[src/rtl/dmem_arbiter.sv]
// Two-master arbiter in front of a single-port synchronous word memory.
// Each granted request takes three cycles: IDLE (latch), ACCESS (memory sees command), RESP (capture read data).
module dmem_arbiter #(
    parameter bit FIXED_PRIO = 1'b0
) (
    input  logic        clk,
    input  logic        rst,
    input  logic        m0_valid,
    input  logic [29:0] m0_addr,
    input  logic [3:0]  m0_wmask,
    input  logic [31:0] m0_wdata,
    output logic        m0_ready,
    output logic [31:0] m0_rdata,
    input  logic        m1_valid,
    input  logic [29:0] m1_addr,
    input  logic [3:0]  m1_wmask,
    input  logic [31:0] m1_wdata,
    output logic        m1_ready,
    output logic [31:0] m1_rdata,
    output logic [29:0] mem_addr,
    output logic [3:0]  mem_wmask,
    output logic [31:0] mem_wdata,
    input  logic [31:0] mem_rdata
);

    typedef enum logic [1:0] {
        IDLE   = 2'd0,
        ACCESS = 2'd1,
        RESP   = 2'd2
    } state_t;

    state_t state;
    logic   owner;       // port that owns the in-flight transaction
    logic   last_grant;  // port granted most recently, drives round-robin
    logic   winner;

    // Winner for this IDLE cycle; only meaningful when some valid is high.
    always_comb begin
        winner = 1'b0;
        if (m0_valid && m1_valid) begin
            if (FIXED_PRIO) begin
                winner = 1'b0;
            end else begin
                winner = ~last_grant;
            end
        end else if (m1_valid) begin
            winner = 1'b1;
        end
    end

    always_ff @(posedge clk or posedge rst) begin
        if (rst) begin
            state      <= IDLE;
            owner      <= 1'b0;
            last_grant <= 1'b1;
            mem_addr   <= '0;
            mem_wmask  <= '0;
            mem_wdata  <= '0;
            m0_ready   <= 1'b0;
            m1_ready   <= 1'b0;
            m0_rdata   <= '0;
            m1_rdata   <= '0;
        end else begin
            m0_ready <= 1'b0;
            m1_ready <= 1'b0;
            m0_rdata <= '0;
            m1_rdata <= '0;
            case (state)
                IDLE: begin
                    if (m0_valid || m1_valid) begin
                        owner      <= winner;
                        last_grant <= winner;
                        mem_addr   <= winner ? m1_addr  : m0_addr;
                        mem_wmask  <= winner ? m1_wmask : m0_wmask;
                        mem_wdata  <= winner ? m1_wdata : m0_wdata;
                        state      <= ACCESS;
                    end else begin
                        mem_wmask <= '0;
                    end
                end
                ACCESS: begin
                    // Write enable lives for exactly this one cycle.
                    mem_wmask <= '0;
                    state     <= RESP;
                end
                RESP: begin
                    if (owner) begin
                        m1_ready <= 1'b1;
                        m1_rdata <= mem_rdata;
                    end else begin
                        m0_ready <= 1'b1;
                        m0_rdata <= mem_rdata;
                    end
                    state <= IDLE;
                end
                default: begin
                    state     <= IDLE;
                    mem_wmask <= '0;
                end
            endcase
        end
    end

endmodule

[config.mk]
export PLATFORM = sky130hd
export DESIGN_NAME = dmem_arbiter
export DESIGN_NICKNAME = d
export VERILOG_FILES = /design/src/rtl/dmem_arbiter.sv
export SDC_FILE = /design/constraint.sdc
export NUM_CORES = 1
export LEC_CHECK = 0
export BUFFER_PORTS_ARGS = -buffer_cell sky130_fd_sc_hd__buf_2
export CORE_MARGIN = 2
export CORE_UTILIZATION = 30
export CTS_BUF_LIST = sky130_fd_sc_hd__clkbuf_16
export CTS_CLUSTER_DIAMETER = 80
export DETAILED_ROUTE_END_ITERATION = 8
export HOLD_SLACK_MARGIN = 0.06
export PLACE_DENSITY = 0.57
export RECOVER_POWER = 50
export SLEW_MARGIN = 5
export SYNTH_ARGS = -nofsm -noshare
export SYNTH_HDL_FRONTEND = slang
export SYNTH_SLANG_ARGS = --single-unit
[constraint.sdc]
create_clock -name clk -period 8 [get_ports clk]
set_clock_uncertainty 0.1 [all_clocks]
set_input_delay 0.8 -clock clk [delete_from_list [all_inputs] [get_ports clk]]
set_output_delay 0.8 -clock clk [all_outputs]
set_load 0.1 [all_outputs]
==> results.md <==
* CP Data Arrival Time at 3940 ps
* Via density at 4.50
* Yosys warns at 0
* Wirelength, routed at 14.3 mm
* CP Capture Type: register
* Worst Hold Class: register to register
* First-pass GRT wire length at 22.2 mm
* Mapped Avg Cell Area at 15.1 um^2
* Root buffer cell: clkbuf_16
* Synth top area cells: dfrtp_1 (60%), mux2_2 (21%), and3_1 (7.1%)
* Chip height at 141 um
* Post-layout min period at 3710 ps
* Top Ports at 300
* Slew headroom at -145%
* Max-Cap Viols at 2
* Distinct cells, synth at 17
* # H-tree levels at 4
* Via count at 4085
* Fin. max-slew vios at 133
* Asr flop ratio synth at 100%
* Post-Syn Instances at 372
* Yosys top cell area share at 60.3%
* CTS tree: yes
* Fill cells at 1732
* Slew @ Worst Pin at 3660 ps
* Mapped Area at 5600 um^2
* Antenna cells at 0
* Clock insertion delay at the later pin of the skew report at 400 ps
* Number of global-route vias before repair at 4489
* Reg clk slew, reported paths at 60 ps
* Syn-to-layout area delta at 38.5%
* Post-route insts no fill at 907
* Max FO, Critical Path at 70
* RSZ-0062 raised after global routing: false
* Max frequency at 269 MHz
* Required @ worst endpoint at 8220 ps
* CTS Buf Count at 17
* DRT iter0 DRCs at 95
* Drt pass-1 iters at 4
* Number of port buffers at 299
* Clk buf depth at 2
* Fin crit share at 46.4%
* Largest net degree at the start of global routing at 77
* Final net count at 834
* Drt wl/cell at 15.8 um
* Setup violations, final at 0
* Failing checks: capacitance limit, slew limit
* CTS resizes at 0
* Chip width at 141 um
* Dpl cells at 876
* Layout cells sized above 1 at 57.1%
* Placer Congestion at 0.774
* Total GRT Usage at 14.4%
* Final core occ at 42.7%
* Starting Density at 30.9%
* GRT overflow at 0
* Register bit total from synthesis at 136
* Post-synth EDFFs at 0
* Synth Flop Type: dfrtp_1
* WS Path Type: register to register
* Initial antenna violation count at 1
* Count leader, synth: dfrtp_1
* Final Hold Fails at 0
* Synth top cells by count: dfrtp_1 (135), mux2_2 (104), and3_1 (64)
* Sequential cell area fraction in the yosys report at 60.8%
* Die footprint at 19800 um^2
* Row Count at 49
* Fin Setup TNS at 0 ps
* Post-CTS Setup Bufs at 0
* CORE AREA at 18100 um^2
* CP Launch Type: register
* HPWL after DPL at 10.5 mm
* CTS Hold Bufs at 0
* # DRC at 0
* Status: complete, but fails checks
* Remaining antenna violation count after routing at 0
* Synth area leader: dfrtp_1
* Mapped Nets at 540
* Clock sink count at 136
-- critical path: stages (launching register included) --
cell	delay [ps]
dfrtp_1	380
nor2b_1	2670
and3_1	440
-- path summary, 6_finish.rpt --
path | from | endpoint | slack [ps] | cells past startpoint
max | state[0]$_DFFE_PP0P_ | m0_rdata[31]$_DFF_PP0_ | 4290 | 2
min | state[1]$_DFFE_PP0P_ | state[1]$_DFFE_PP0P_ | 360 | 1
max reg2reg | state[0]$_DFFE_PP0P_ | m0_rdata[31]$_DFF_PP0_ | 4290 | 2
max in group asynchronous | rst | m0_rdata[24]$_DFF_PP0_ | 4940 | 3
min in group asynchronous | rst | mem_addr[23]$_DFFE_PP0P_ | 1000 | 2
min reg2reg | state[1]$_DFFE_PP0P_ | state[1]$_DFFE_PP0P_ | 360 | 1
-- stage by stage --
step / setup WS [ps] / hold slack, ps / instance area [um^2]
after global placement: 5240 / 374 / 7290
after detailed placement: 5140 / 368 / 7290
after global routing: 3790 / 391 / 7760
final: 4290 / 356 / 7760
after floorplan: 3460 / 336 / 5600
after CTS: 5570 / 349 / 7870
-- sequential cells by signal, indices dropped and copies added, names as in the netlist --
| register | flops |
|---|---|
| mem_wmask | 4 |
| m0_rdata | 32 |
| mem_addr | 30 |
| m1_ready | 1 |
| mem_wdata | 32 |
| last_grant | 1 |
| m0_ready | 1 |
| owner | 1 |
| m1_rdata | 32 |
| state | 2 |
-- kinds of logic (layout without fill, tap and decap cells) --
group	after synthesis	count (layout)	share of synthesized area, %
flip-flops	136	136	60.8
buffers and inverters	31	337	2.88
multiplexers	130	130	27.7
AND/OR/NAND/NOR	70	70	7.84
AO/OA/AOI/OAI	5	5	0.804
-- cells in the final DEF, fill, tap and decap left out, types with 3 or more instances in the layout --
cell type,netlist,layout
and3_1,64,64
a22o_1,4,4
bufinv_16,0,3
mux2_2,104,104
buf_2,9,225
buf_4,1,4
clkbuf_16,0,17
dfrtp_1,135,135
clkbuf_1,14,74
inv_1,3,3
clkinvlp_4,0,4
clkinv_1,0,3
mux2_4,24,24
-- cell type report --
class	count	area (um^2)	share of cell area (%)
Timing Repair Buffer	303	1430	18.5
Inverter	3	12.5	0.161
Clock inverter	14	158	2.03
Sequential cell	136	3400	43.9
Multi-Input combinational cell	205	2040	26.3
Tap cell	229	287	3.69
Clock buffer	17	425	5.48
-- per-layer routing --
| layer | global-route usage, % | vias up | part of all wire, % |
|---|---|---|---|
| li1 | - | 1905 | - |
| met1 | 15.8 | 1956 | 39 |
| met2 | 24.7 | 202 | 49 |
| met3 | 6.18 | 20 | 10 |
| met4 | 5.84 | 2 | 1.7 |
| met5 | 0 | - | 0.11 |
Power is not shown: default switching activity piles up to over one toggle a cycle in this logic, so the estimate is an artifact.
